[config.mk]
export PLATFORM = sky130hd
export DESIGN_NAME = z88_ps2_keymatrix
export DESIGN_NICKNAME = d
export VERILOG_FILES = /design/src/rtl/z88_ps2_keymatrix.sv
export SDC_FILE = /design/constraint.sdc
export NUM_CORES = 1
export LEC_CHECK = 0
export CAP_MARGIN = 25
export CELL_PAD_IN_SITES_DETAIL_PLACEMENT = 0
export CELL_PAD_IN_SITES_GLOBAL_PLACEMENT = 1
export CORE_UTILIZATION = 35
export CTS_BUF_LIST = sky130_fd_sc_hd__clkbuf_4 sky130_fd_sc_hd__clkbuf_8 sky130_fd_sc_hd__clkbuf_16
export DETAILED_ROUTE_END_ITERATION = 8
export PLACE_DENSITY = 0.73
export RECOVER_POWER = 50
export SETUP_SLACK_MARGIN = 0.3
export SYNTH_ARGS = -nofsm -noshare
export SYNTH_HDL_FRONTEND = slang
export SYNTH_SLANG_ARGS = --single-unit
[constraint.sdc]
create_clock -name clk -period 6 [get_ports clk]
set_input_delay 1.5 -clock clk [delete_from_list [all_inputs] [get_ports clk]]
set_output_delay 1.5 -clock clk [all_outputs]
set_load 0.02 [all_outputs]
[src/rtl/z88_ps2_keymatrix.sv]
// PS/2 set-2 receiver and decoder feeding the Z88 Blink keyboard matrix.
// kb_matrix bit = col*8 + row, col n on A(8+n), row = data bit, 1 = pressed.
module z88_ps2_keymatrix #(
  parameter int FILT_LEN = 8,
  parameter int TMO_CYC  = 100000
) (
  input  logic        clk,
  input  logic        rst,
  input  logic        ps2_clk,
  input  logic        ps2_data,
  output logic [63:0] kb_matrix,
  output logic [7:0]  scan_code,
  output logic        scan_vld,
  output logic        frm_err
);

  localparam int FW = $clog2(FILT_LEN + 1);
  localparam int TW = $clog2(TMO_CYC + 1);

  typedef enum logic [1:0] {
    S_IDLE,
    S_DATA,
    S_PAR,
    S_STOP
  } state_t;

  logic [1:0]    clk_sync;
  logic [1:0]    dat_sync;
  logic [FW-1:0] clk_fcnt;
  logic [FW-1:0] dat_fcnt;
  logic          clk_filt;
  logic          clk_filt_q;
  logic          dat_filt;
  logic          strobe;

  state_t        state;
  state_t        nstate;
  logic [2:0]    bit_cnt;
  logic [7:0]    shreg;
  logic          par_bit;
  logic [TW-1:0] tmo_cnt;
  logic          tmo_hit;
  logic          stop_ok;
  logic          shift_en;
  logic          par_en;
  logic          cnt_clr;
  logic          frame_ok;
  logic          frame_bad;

  logic          ext;
  logic          brk;
  logic [2:0]    skip_cnt;
  logic          map_hit;
  logic [5:0]    map_idx;
  logic          is_e1;
  logic          is_e0;
  logic          is_f0;
  logic          is_aa;
  logic          is_ign;

  always_ff @(posedge clk) begin
    if (rst) begin
      clk_sync <= 2'b11;
      dat_sync <= 2'b11;
    end else begin
      clk_sync <= {clk_sync[0], ps2_clk};
      dat_sync <= {dat_sync[0], ps2_data};
    end
  end

  // A level is accepted only after FILT_LEN consecutive differing samples
  always_ff @(posedge clk) begin
    if (rst) begin
      clk_filt <= 1'b1;
      clk_fcnt <= '0;
    end else if (clk_sync[1] == clk_filt) begin
      clk_fcnt <= '0;
    end else if (clk_fcnt == FW'(FILT_LEN - 1)) begin
      clk_filt <= clk_sync[1];
      clk_fcnt <= '0;
    end else begin
      clk_fcnt <= clk_fcnt + FW'(1);
    end
  end

  always_ff @(posedge clk) begin
    if (rst) begin
      dat_filt <= 1'b1;
      dat_fcnt <= '0;
    end else if (dat_sync[1] == dat_filt) begin
      dat_fcnt <= '0;
    end else if (dat_fcnt == FW'(FILT_LEN - 1)) begin
      dat_filt <= dat_sync[1];
      dat_fcnt <= '0;
    end else begin
      dat_fcnt <= dat_fcnt + FW'(1);
    end
  end

  always_ff @(posedge clk) begin
    if (rst) clk_filt_q <= 1'b1;
    else     clk_filt_q <= clk_filt;
  end

  assign strobe  = clk_filt_q & ~clk_filt;
  assign tmo_hit = (state != S_IDLE) && !strobe &&
                   (tmo_cnt == TW'(TMO_CYC));
  assign stop_ok = dat_filt && (^{shreg, par_bit});

  always_ff @(posedge clk) begin
    if (rst) state <= S_IDLE;
    else     state <= nstate;
  end

  always_comb begin
    nstate = state;
    if (tmo_hit) begin
      nstate = S_IDLE;
    end else if (strobe) begin
      unique case (state)
        S_IDLE: if (!dat_filt) nstate = S_DATA;
        S_DATA: if (bit_cnt == 3'd7) nstate = S_PAR;
        S_PAR:  nstate = S_STOP;
        S_STOP: nstate = S_IDLE;
        default: nstate = S_IDLE;
      endcase
    end
  end

  always_comb begin
    cnt_clr   = strobe && (state == S_IDLE);
    shift_en  = strobe && (state == S_DATA);
    par_en    = strobe && (state == S_PAR);
    frame_ok  = strobe && (state == S_STOP) && stop_ok;
    frame_bad = (strobe && (state == S_STOP) && !stop_ok)
                || tmo_hit;
  end

  always_ff @(posedge clk) begin
    if (rst) begin
      bit_cnt   <= '0;
      shreg     <= '0;
      par_bit   <= 1'b0;
      tmo_cnt   <= '0;
      scan_code <= '0;
      scan_vld  <= 1'b0;
      frm_err   <= 1'b0;
    end else begin
      scan_vld <= frame_ok;
      frm_err  <= frame_bad;
      if (frame_ok) scan_code <= shreg;
      if (state == S_IDLE || strobe) tmo_cnt <= '0;
      else tmo_cnt <= tmo_cnt + TW'(1);
      if (cnt_clr) bit_cnt <= '0;
      if (shift_en) begin
        shreg   <= {dat_filt, shreg[7:1]};
        bit_cnt <= bit_cnt + 3'd1;
      end
      if (par_en) par_bit <= dat_filt;
    end
  end

  always_comb begin
    is_e1  = (scan_code == 8'hE1);
    is_e0  = (scan_code == 8'hE0);
    is_f0  = (scan_code == 8'hF0);
    is_aa  = (scan_code == 8'hAA);
    is_ign = (scan_code == 8'h00) || (scan_code == 8'hEE) ||
             (scan_code == 8'hFA) || (scan_code == 8'hFC) ||
             (scan_code == 8'hFE) || (scan_code == 8'hFF);
  end

  // {ext, code} -> matrix bit; arrows and keypad enter need the E0 prefix
  always_comb begin
    map_hit = 1'b1;
    map_idx = 6'd0;
    unique case ({ext, scan_code})
      9'h066: map_idx = 6'd7;
      9'h05A: map_idx = 6'd6;
      9'h15A: map_idx = 6'd6;
      9'h036: map_idx = 6'd5;
      9'h035: map_idx = 6'd4;
      9'h033: map_idx = 6'd3;
      9'h031: map_idx = 6'd2;
      9'h03D: map_idx = 6'd1;
      9'h03E: map_idx = 6'd0;
      9'h05D: map_idx = 6'd15;
      9'h175: map_idx = 6'd14;
      9'h02E: map_idx = 6'd13;
      9'h02C: map_idx = 6'd12;
      9'h034: map_idx = 6'd11;
      9'h032: map_idx = 6'd10;
      9'h03C: map_idx = 6'd9;
      9'h043: map_idx = 6'd8;
      9'h055: map_idx = 6'd23;
      9'h172: map_idx = 6'd22;
      9'h025: map_idx = 6'd21;
      9'h02D: map_idx = 6'd20;
      9'h02B: map_idx = 6'd19;
      9'h02A: map_idx = 6'd18;
      9'h03B: map_idx = 6'd17;
      9'h044: map_idx = 6'd16;
      9'h04E: map_idx = 6'd31;
      9'h174: map_idx = 6'd30;
      9'h026: map_idx = 6'd29;
      9'h024: map_idx = 6'd28;
      9'h023: map_idx = 6'd27;
      9'h021: map_idx = 6'd26;
      9'h042: map_idx = 6'd25;
      9'h046: map_idx = 6'd24;
      9'h05B: map_idx = 6'd39;
      9'h16B: map_idx = 6'd38;
      9'h01E: map_idx = 6'd37;
      9'h01D: map_idx = 6'd36;
      9'h01B: map_idx = 6'd35;
      9'h022: map_idx = 6'd34;
      9'h03A: map_idx = 6'd33;
      9'h04D: map_idx = 6'd32;
      9'h054: map_idx = 6'd47;
      9'h029: map_idx = 6'd46;
      9'h016: map_idx = 6'd45;
      9'h015: map_idx = 6'd44;
      9'h01C: map_idx = 6'd43;
      9'h01A: map_idx = 6'd42;
      9'h04B: map_idx = 6'd41;
      9'h045: map_idx = 6'd40;
      9'h005: map_idx = 6'd55;
      9'h012: map_idx = 6'd54;
      9'h00D: map_idx = 6'd53;
      9'h014: map_idx = 6'd52;
      9'h114: map_idx = 6'd52;
      9'h004: map_idx = 6'd51;
      9'h041: map_idx = 6'd50;
      9'h04C: map_idx = 6'd49;
      9'h052: map_idx = 6'd48;
      9'h059: map_idx = 6'd63;
      9'h011: map_idx = 6'd62;
      9'h076: map_idx = 6'd61;
      9'h006: map_idx = 6'd60;
      9'h058: map_idx = 6'd59;
      9'h049: map_idx = 6'd58;
      9'h04A: map_idx = 6'd57;
      9'h00E: map_idx = 6'd56;
      default: map_hit = 1'b0;
    endcase
  end

  always_ff @(posedge clk) begin
    if (rst) begin
      kb_matrix <= '0;
      ext       <= 1'b0;
      brk       <= 1'b0;
      skip_cnt  <= '0;
    end else if (scan_vld) begin
      if (skip_cnt != 3'd0) begin
        skip_cnt <= skip_cnt - 3'd1;
      end else begin
        unique case (1'b1)
          is_e1: skip_cnt <= 3'd7;
          is_e0: ext <= 1'b1;
          is_f0: brk <= 1'b1;
          is_aa: begin
            kb_matrix <= '0;
            ext       <= 1'b0;
            brk       <= 1'b0;
          end
          is_ign: begin
          end
          default: begin
            if (map_hit) kb_matrix[map_idx] <= ~brk;
            ext <= 1'b0;
            brk <= 1'b0;
          end
        endcase
      end
    end
  end

endmodule

# Word level (Yosys, flattened, before mapping)
# Cells that the tools add are included.
op_classes:
  n_mux: 16
  n_lt_le_gt_ge: 2
  n_reduce_logical: 44
  n_bitwise: 9
  eq_ne: 86
  n_addsub: 5
op_table:
  columns: ["operator", "n"]
  rows:
  - ["one-hot mux 6 bit (63 select lines)", 1]
  - ["equality test 9 x 6 -> 1 bit, second input constant", 23]
  - ["equality test 9 x 7 -> 1 bit, second input constant", 22]
  - ["one-hot mux 64 bit (2 select lines)", 1]
  - ["equality test 9 x 5 -> 1 bit, second input constant", 10]
  - ["equality test 8 bit, second input constant", 9]
  - ["OR reduction 66 bit", 1]
  - ["bitwise mux 64 bit", 1]
  - ["two-way mux 64 bit", 1]
  - ["equality test 9 bit, second input constant", 6]
  - ["equality test 9 x 3 -> 1 bit, second input constant", 3]
  - ["equality test 9 x 4 -> 1 bit, second input constant", 2]
  - ["adder 17 x 1 -> 17 bit, second input constant", 1]
  - ["equality test 17 bit, second input constant", 1]
  - ["two-way mux 3 bit", 4]
  - ["OR reduction 3 bit", 4]
  - ["logical AND 1 bit", 10]
  - ["AND reduction 3 bit", 3]
  - ["parity 9 bit", 1]
  - ["adder 4 x 1 -> 4 bit, second input constant", 2]
  - ["equality test 4 x 3 -> 1 bit, second input constant", 2]
  - ["zero test 8 bit", 1]
  - ["inverter 1 bit", 8]
  - ["one-hot mux 2 bit (4 select lines)", 1]
  - ["other kinds (23)", 44]
totals:
  reg_bits: 125
  elab_cells: 181
  inputBits: 4
  output_inout_bits: 74

# Logic depth before layout (Yosys ltp)
# Gate-level depths: netlist (run 1).
logic_depth:
  depth_word: 10
  ltp_mapped: 14
  mapped_depth_nobuf: 10

# Worst setup path before layout (run 1)
# OpenSTA, ideal clock, no wires.
synth_timing:
  path_kind: "register to register"
  start: "register scan_code[3]"
  end: "register kb_matrix[14]"
  t_arrival_ps: 2676
  setup_slack_ps: 3181
  setup_time_ps: 143
  stages_incl_launch_ff: 12
  required_time_ps: 5857
  synth_period_minus_slack_ps: 2819
  n_path_buf: 3
  path_cell_list: "dfxtp_1 > buf_4 > nand4bb_1 > nor3_1 > or3_1 > nor3b_2 > or4b_4 > o21a_1 > buf_6 > buf_2 > nand2_1 > a21oi_2"
synth_via:
  elab_chain_cells: 10
  word_cells_on_any_way: 98
  cone_classes: "2 x order compare; 75 x eq/ne; 7 x mux; 1 x bitwise; 13 x reduce/logical"
synth_lines:
  columns: ["element", "line", "text"]
  rows:
  - ["start, declared", "12", "output logic [7:0] scan_code,"]
  - ["start signal, assigned", "151", "if (frame_ok) scan_code <= shreg;"]
  - ["equality test 9 bit (tied with other cells)", "177", "unique case ({ext, scan_code})"]
  - ["OR reduction 2 bit (no source line)", null, null]
  - ["one-hot mux 6 bit (63 select lines)", "177", null]
  - ["< comparator 6 x 7 -> 1 bit (implied by the code) or >= comparator 6 x 1 -> 1 bit (tied branches)", "270", "if (map_hit) kb_matrix[map_idx] <= ~brk;"]
  - ["logical AND 1 bit (implied by the code)", "270", null]
  - ["two-way mux 1 bit (implied by the code)", "270", null]
  - ["demux 1 bit (select 6 bit)", "270", null]
  - ["bitwise mux 64 bit", "270", null]
  - ["two-way mux 64 bit", "270", null]
  - ["one-hot mux 64 bit (2 select lines)", "258", "unique case (1'b1)"]
  - ["end signal, assigned by index", "270", null]
  - ["end, declared", "11", "output logic [63:0] kb_matrix,"]
# Several ways; a longest one is shown, not always the timed one. The select of a mux whose other input is x is not followed.
# A chain may end at the register's enable or synchronous reset.

# Worst setup path after layout (run 1)
layout_timing:
  start: "input port rst"
  end: "register dat_fcnt[2]"
layout_via:
  elab_chain_cells: 1
layout_lines:
  columns: ["element", "line", "text"]
  rows:
  - ["start, declared", "8", "input logic rst,"]
  - ["OR reduction 3 bit (no source line)", null, null]
  - ["end signal, assigned", "96", "dat_fcnt <= dat_fcnt + FW'(1);"]
  - ["end, declared", "30", "logic [FW-1:0] dat_fcnt;"]
# No other way between the ends.

==> run summary, run 1 <==
post-route clock period utilization: 77.5%
Die X: 144 µm
Startpoint Class: input pin
cell count along the critical path: 4
via count: 6606
Avg Inst Size Synth: 7.88 µm²
row count: 51
Netlist cell types: 73
Hold Buf Count CTS: 0
hold path cells: 1
Synth Flop Type: dfxtp_1
first-pass GRT wire length: 34.2 mm
Routed Antenna Nets: 0
Syn Nets: 912
CTS buffer count: 17
Reg2Reg Depth: 9
hold_ws: 408 ps
largest net degree at the start of global routing: 69
Worst-path clk slew: 60 ps
vias in the first global route: 6105
Slew headroom: -92.9%
crit end category: flip-flop
status: finished with violations
worst-margin pin slew: 2890 ps
drt wl/cell: 17.7 µm
DR iter-0 viols: 500
r2r endpoint: kb_matrix[19]
Critical Path AT: 4960 ps
CTS root buffer: clkbuf_16
Seq/Total Area, Yosys: 35.4%
pwr dens: 230 nW/µm²
gr ovfl total: 0
delay-heaviest family, CP: buffers and inverters
setup tns final: 0 ps
IO Port Bufs: 77
Placed Area: 7860 µm²
Area contributors post-synth: dfxtp_1, a21oi_1, nor2_1
Fmax achieved: 215 MHz
Post-synth EDFFs: 0
FF+latch count, synth: 125
nets@finish: 951
Bufs on Longest Clock Path: 2
detailed-route wire length: 21.5 mm
final instance area: 8450 µm²
Synth area leader: dfxtp_1
Initial Util: 36.0%
Worst path slowest cell: clkbuf_1
Antenna diodes: 0
Required @ worst endpoint: 6310 ps
post-synth top area share: 35.4%
CORE AREA: 19600 µm²
minimum clock period: 4650 ps
Fin. Hold Viols: 0
Peak supply drop: 0.184 mV
Largest stage delay, worst path: 2000 ps
crit path from: rst
Final Skew: 9.72 ps
Final Wtd Congestion: 0.993
Final Setup Violations: 0
Synth async-reset ratio: 0%
failing checks: max-capacitance violations, max-slew violations
vias per inst: 5.45
Yosys warning count: 0
drt first pass iters: 7
Skew-Pair Late Insertion Delay: 430 ps
Ports: 78
CP endpoint: dat_fcnt[2]
dpl hpwl: 15.0 mm
WP buf/inv: 2
post-CTS sizing: 0
share of post-route cells with drive strength above 1: 10.8%
Post-CTS Setup Bufs: 0
total track usage: 21.6%
max cap viols: 1
Cell Area, Synth: 7060 µm²
initial antenna violation count: 0
Max Fanout on Critical Path: 57
clk sinks: 125
CTS tree: done
Die Y: 144 µm
Setup Crit Path Kind: in2reg
DRC errors left: 0
Pwr Total: 0.00194 W
RSZ-0062 raised after global routing: false
Synth Instances: 896
area added between synthesis and finish: 19.7%
Leak: 2.87 nW
reg2reg start: scan_code[6]
die area: 20700 µm²
H-tree Lvls: 4
Cell Chain, Critical Path: clkbuf_1 -> clkbuf_2 -> or3_1 -> nor2_1
reg-to-reg slack, setup: 1620 ps
final slew viol count: 58
Hold WC Path Type: reg2reg
## cells in the final DEF (no fill, tap or decap), types with 15 or more instances in the layout
cell type	netlist	routed
buf_4	10	15
nor2_1	112	111
dfxtp_1	125	125
nor3_1	29	29
clkdlybuf4s50_1	0	38
dlygate4sd3_1	0	38
nand3_1	49	49
nand4_1	15	15
xnor2_1	16	16
clkbuf_16	0	17
o21ai_0	65	65
a21oi_1	90	90
nand2_1	75	75
## worst min path at each step
stage           startpoint     endpoint  slack [ps]
2_1_floorplan  clk_sync[0]  clk_sync[1]         390
3_3_place_gp   clk_sync[0]  clk_sync[1]         400
3_5_place_dp   clk_sync[0]  clk_sync[1]         400
4_1_cts        clk_sync[0]  clk_sync[1]         410
5_1_grt        clk_sync[0]  clk_sync[1]         420
6_report       clk_sync[0]  clk_sync[1]         410
## cells in the mapped netlist (all sizes together) (10+ instances only)
cell,instances
a21oi,100
buf,40
clkbuf,34
dfxtp,125
ha,12
inv,14
mux2i,11
nand2,75
nand3,49
nand3b,10
nand4,15
nor2,112
nor2b,14
nor3,34
nor4,11
o21ai,79
or2,10
or3,14
xnor2,16
xor2,12
## routing by layer
layer  GRT usage (%)  vias up  wire length (µm)
met5               0        -                 0
met4            8.12        0               510
li1                -     3274                 -
met1            30.5     3074             10500
met3            4.83       34              1280
met2            31.9      224              9260
## final cells by class
cell class,count,area [µm²]
clock buffer,17,425
clock inverter,15,175
timing repair buffer,94,902
inverter,14,52.6
fill,2028,11100
tap,265,332
sequential,125,2500
multi-input combinational,683,4070
## logic make-up after synthesis
| logic type | after synthesis | share of synthesized area [%] |
|---|---|---|
| AOI/OAI and AO/OA | 219 | 18.6 |
| xor gates and xnor gates | 28 | 3.47 |
| adders and majority gates | 12 | 2.13 |
| buffers and inverters | 88 | 7.12 |
| DFF | 125 | 35.4 |
| muxes | 12 | 1.72 |
| and+or+nand+nor | 412 | 31.6 |
## stage by stage
step                setup WS (ps)  cells  util [%]
floorplan                    3180    896         -
global placement             1880   1181      40.1
detailed placement           1890   1181      40.1
CTS                          1890   1213      43.2
global route                  988   1213      43.2
finish                       1350   1213      43.2
## registers in the layout (all words and copies together) (netlist names), 3 cells and up
signal / cells
clk_fcnt: 4
kb_matrix: 64
bit_cnt: 3
tmo_cnt: 17
skip_cnt: 3
dat_fcnt: 4
scan_code: 8
shreg: 8
## power by group
part	leakage [nW]	switching (W)	internal [W]
combinational	1.58	0.0000247	0.0000166
sequential	1.01	0.00000418	0.000837
clock	0.286	0.000432	0.000626
total	2.87	0.000461	0.00148
Power figures use the tool's default switching activity.
==> run 2: changes to the inputs <==
==> constraint.sdc (replaced) <==
create_clock -name clk -period 4.9 [get_ports clk]
set_input_delay 1.225 -clock clk [delete_from_list [all_inputs] [get_ports clk]]
set_output_delay 1.225 -clock clk [all_outputs]
set_load 0.02 [all_outputs]
==> run 2 against run 1 <==
Compared with the run above: the run still ends with max-capacitance violations, max-slew violations left; clock skew rose by 1.5 ps; combinational power rose by 25%; critical path type unchanged; largest cell class unchanged; first-iteration DRC count rose by 12%.
==> run summary, run 2 (synthesis gave the netlist of run 1 again) <==
status: finished with violations
failing checks: max-capacitance violations, max-slew violations
Largest stage delay, worst path: 2040 ps
Final Skew: 11.2 ps
worst-margin pin slew: 2940 ps
drt first pass iters: 5
H-tree Lvls: 4
final core occ: 43.4%
vias per inst: 5.54
RSZ-0062 raised after global routing: false
Startpoint Class: input pin
Hold WC Path Type: reg2reg
CTS tree: done
Routed Antenna Nets: 0
vias in the first global route: 6268
Antenna diodes: 0
post-CTS sizing: 0
row count: 51
CTS root buffer: clkbuf_16
Slew headroom: -95.9%
Critical Path AT: 4360 ps
max cap viols: 1
Placed Area: 7940 µm²
Setup Crit Path Kind: in2reg
Die Y: 144 µm
final slew viol count: 66
IO Port Bufs: 77
first-pass GRT wire length: 35.1 mm
initial antenna violation count: 0
Initial Util: 36.0%
flip-flop count of the largest register after layout: 64
most frequent cells in the layout: dfxtp_1, nor2_1, a21oi_1, nand2_1, o21ai_0
total track usage: 22.0%
Hold Buf Count CTS: 0
detailed-route wire length: 22.1 mm
most common cell after layout, fill and taps aside: dfxtp_1
CORE AREA: 19600 µm²
minimum clock period: 4070 ps
share of post-route cells with drive strength above 1: 11.4%
dpl cells: 1187
delay-heaviest family, CP: buffers and inverters
drt wl/cell: 18.1 µm
die area: 20700 µm²
clk sinks: 125
Post-CTS Setup Bufs: 0
Non-Filler Instances: 1220
via count: 6755
largest net degree at the start of global routing: 66
gr ovfl total: 0
Max Fanout on Critical Path: 65
area added between synthesis and finish: 20.4%
post-route clock period utilization: 83.0%
Required @ worst endpoint: 5190 ps
CTS buffer count: 17
Largest regs: kb_matrix (64), tmo_cnt (17)
Leak: 2.91 nW
reg-to-reg slack, setup: 1030 ps
Final Setup Violations: 0
pwr dens: 267 nW/µm²
Fin. Hold Viols: 0
Worst-path clk slew: 60 ps
dpl hpwl: 15.4 mm
Bufs on Longest Clock Path: 2
Final Wtd Congestion: 0.992
final worst slack: 832 ps
Largest Register: kb_matrix
Cell Chain, Critical Path: clkbuf_1 -> buf_4 -> nand3b_1 -> o21ai_0
crit end category: flip-flop
nets@finish: 958
Ports: 78
WP buf/inv: 2
pre-CTS setup slack: 1090 ps
Fillers: 1963
Fmax achieved: 246 MHz
Worst path slowest cell: clkbuf_1
DR iter-0 viols: 558
Peak supply drop: 0.224 mV
final instance area: 8500 µm²
DRC errors left: 0
Die X: 144 µm
setup tns final: 0 ps
Skew-Pair Late Insertion Delay: 430 ps
run 2: cell types whose count changed in the layout (fill, tap and decap cells not counted):
cell             delta
clkbuf_2            -1
dlygate4sd3_1       +2
clkinvlp_4          -1
buf_4               +5
buf_12              +3
inv_6               -3
inv_8               +1
bufinv_16           -2
clkdlybuf4s50_1     -2
clkinv_2            +2
clkinv_4            +3
run 2: stage by stage:
stage               power (W)  hold slack [ps]
CTS                   0.00230              417
floorplan             0.00108              389
global route          0.00234              442
detailed placement    0.00110              399
finish                0.00227              414
global placement      0.00110              395
run 2: where the power goes:
part | switching (W) | internal [W] | total (W)
sequential | 0.00000544 | 0.00102 | 0.00103
combinational | 0.0000305 | 0.0000211 | 0.0000516
clock | 0.000525 | 0.000663 | 0.00119
total | 0.000561 | 0.00171 | 0.00227
run 2: path summary, 6_finish.rpt:
kind | from | cells after the start | endpoint
worst max-delay path | rst | 4 | kb_matrix[44]
worst max register to register | scan_code[1] | 10 | kb_matrix[57]
worst min register to register | clk_sync[0] | 1 | clk_sync[1]
worst min-delay path | clk_sync[0] | 1 | clk_sync[1]
run 2: layer usage:
| layer | GRT usage [%] | vias up | part of all wire, % |
|---|---|---|---|
| li1 | - | 3300 | - |
| met1 | 31.2 | 3221 | 48 |
| met2 | 32.5 | 216 | 43 |
| met3 | 5.60 | 18 | 7.2 |
| met4 | 6.55 | 0 | 1.2 |
| met5 | 0 | - | 0 |
run 2: area by class of cell:
type,instances,area [µm²],area share [%]
clock buffer,17,425,5.00
inverter,14,52.6,0.618
clock inverter,15,129,1.52
sequential,125,2500,29.4
timing repair buffer,101,995,11.7
tap,265,332,3.90
multi-input combinational,683,4070,47.8
run 2: worst reg2reg max path, stage by stage (launching register included):
cell       delay, ps
dfxtp_1          730
buf_12           250
nand4bb_1        390
nor3_1           170
or3_1            440
nor3b_2          270
or4b_4           530
o21ai_4          390
buf_12           300
o21ai_0          170
a21oi_1          130
==> run 3: changes to the inputs <==
==> constraint.sdc (replaced) <==
create_clock -name clk -period 4.03 [get_ports clk]
set_input_delay 1.0075 -clock clk [delete_from_list [all_inputs] [get_ports clk]]
set_output_delay 1.0075 -clock clk [all_outputs]
set_load 0.02 [all_outputs]
==> run 3 against run 2 <==
Compared with the run above: largest cell class unchanged; routed wire length decreased by 0.13%; sequential power increased by 21%; the flow still finishes with violations (max-capacitance violations, max-slew violations); non-clock buffer count increased by 28.
==> run summary, run 3 (synthesis gave the netlist of run 1 again) <==
Antenna diodes: 0
Cell Chain, Critical Path: or2_1 -> nor3_2 -> nor4_2 -> nor3b_2 -> or4b_4 -> o21ai_4 -> buf_12 -> o21ai_0 -> a21oi_1
Die Y: 144 µm
final worst slack: 541 ps
Critical Path AT: 3820 ps
Skew-Pair Late Insertion Delay: 420 ps
Post-CTS Setup Bufs: 0
Required @ worst endpoint: 4360 ps
Fmax achieved: 287 MHz
H-tree Lvls: 4
detailed-route wire length: 22.1 mm
most common cell after layout, fill and taps aside: dfxtp_1
die area: 20700 µm²
failing checks: max-capacitance violations, max-slew violations
pre-CTS setup slack: 492 ps
total track usage: 22.1%
Fillers: 1995
Startpoint Class: flip-flop
hold_ws: 408 ps
CTS root buffer: clkbuf_16
Peak supply drop: 0.277 mV
Die X: 144 µm
max cap viols: 1
final instance area: 8770 µm²
worst-margin pin slew: 1530 ps
delay-heaviest family, CP: simple AND/OR/NAND/NOR gates
IO Port Bufs: 77
row count: 51
Setup Crit Path Kind: reg2reg
drt first pass iters: 5
CORE AREA: 19600 µm²
Largest Register: kb_matrix
Final Setup Violations: 0
WP buf/inv: 1
status: finished with violations
drt wl/cell: 17.7 µm
Fin. Hold Viols: 0
CTS tree: done
Worst-path clk slew: 60 ps
Pwr Total: 0.00293 W
Largest stage delay, worst path: 580 ps
DRC errors left: 0
Placed Area: 8150 µm²
initial antenna violation count: 1
crit end category: flip-flop
CTS buffer count: 17
Hold Buf Count CTS: 0
Max Fanout on Critical Path: 55
final slew viol count: 36
post-CTS sizing: 0
nets@finish: 986
post-route clock period utilization: 86.6%
Bufs on Longest Clock Path: 2
Initial Util: 36.0%
DR iter-0 viols: 546
Ports: 78
Leak: 3.07 nW
Final Skew: 9.88 ps
Largest regs: kb_matrix (64), tmo_cnt (17)
pwr dens: 334 nW/µm²
area added between synthesis and finish: 24.2%
first-pass GRT wire length: 34.9 mm
share of post-route cells with drive strength above 1: 14.2%
minimum clock period: 3490 ps
vias in the first global route: 6101
clk sinks: 125
RSZ-0062 raised after global routing: false
via count: 6798
Final Wtd Congestion: 0.947
Hold WC Path Type: reg2reg
largest net degree at the start of global routing: 62
Slew headroom: -1.77%
vias per inst: 5.45
setup tns final: 0 ps
most frequent cells in the layout: dfxtp_1, nor2_1, a21oi_1, nand2_1, o21ai_0
Worst path slowest cell: dfxtp_1
flip-flop count of the largest register after layout: 64
gr ovfl total: 0
dpl hpwl: 16.0 mm
Routed Antenna Nets: 0
run 3: changes by cell type in the layout (fill, tap and decap cells not counted), sizes merged:
cell	before	now
buf	24	51
bufinv	0	3
clkbuf	18	22
clkinv	6	4
clkinvlp	2	3
inv	21	16
run 3: per-layer routing:
layer | vias to the layer above | track usage [%] | wire [µm]
met5 | - | 0 | 11
met4 | 2 | 6.49 | 361
met3 | 33 | 5.20 | 1370
met2 | 226 | 32.1 | 9540
met1 | 3196 | 32.0 | 10800
li1 | 3341 | - | -
run 3: layout make-up:
type	count	area, µm²	area share (%)
Inverter	14	52.6	0.599
Sequential cell	125	2500	28.6
Tap cell	265	332	3.78
Timing Repair Buffer	129	1190	13.6
Clock inverter	12	161	1.84
Multi-Input combinational cell	683	4070	46.4
Clock buffer	20	460	5.25
run 3: path summary, 6_finish.rpt:
kind                start            end  slack (ps)  cells after the start
max          scan_code[4]  kb_matrix[58]         540                      9
min           clk_sync[0]    clk_sync[1]         410                      1
max reg2reg  scan_code[4]  kb_matrix[58]         540                      9
min reg2reg   clk_sync[0]    clk_sync[1]         410                      1
run 3: stage by stage:
step | util [%] | std cells
after floorplan | - | 896
after global placement | 41.6 | 1216
after detailed placement | 41.6 | 1216
after CTS | 44.8 | 1248
after global routing | 44.8 | 1248
final | 44.8 | 1248
run 3: power breakdown:
group	switching, W	internal, W	total, W
combinational	0.0000372	0.0000251	0.0000623
sequential	0.00000648	0.00125	0.00125
clock	0.000598	0.00102	0.00162
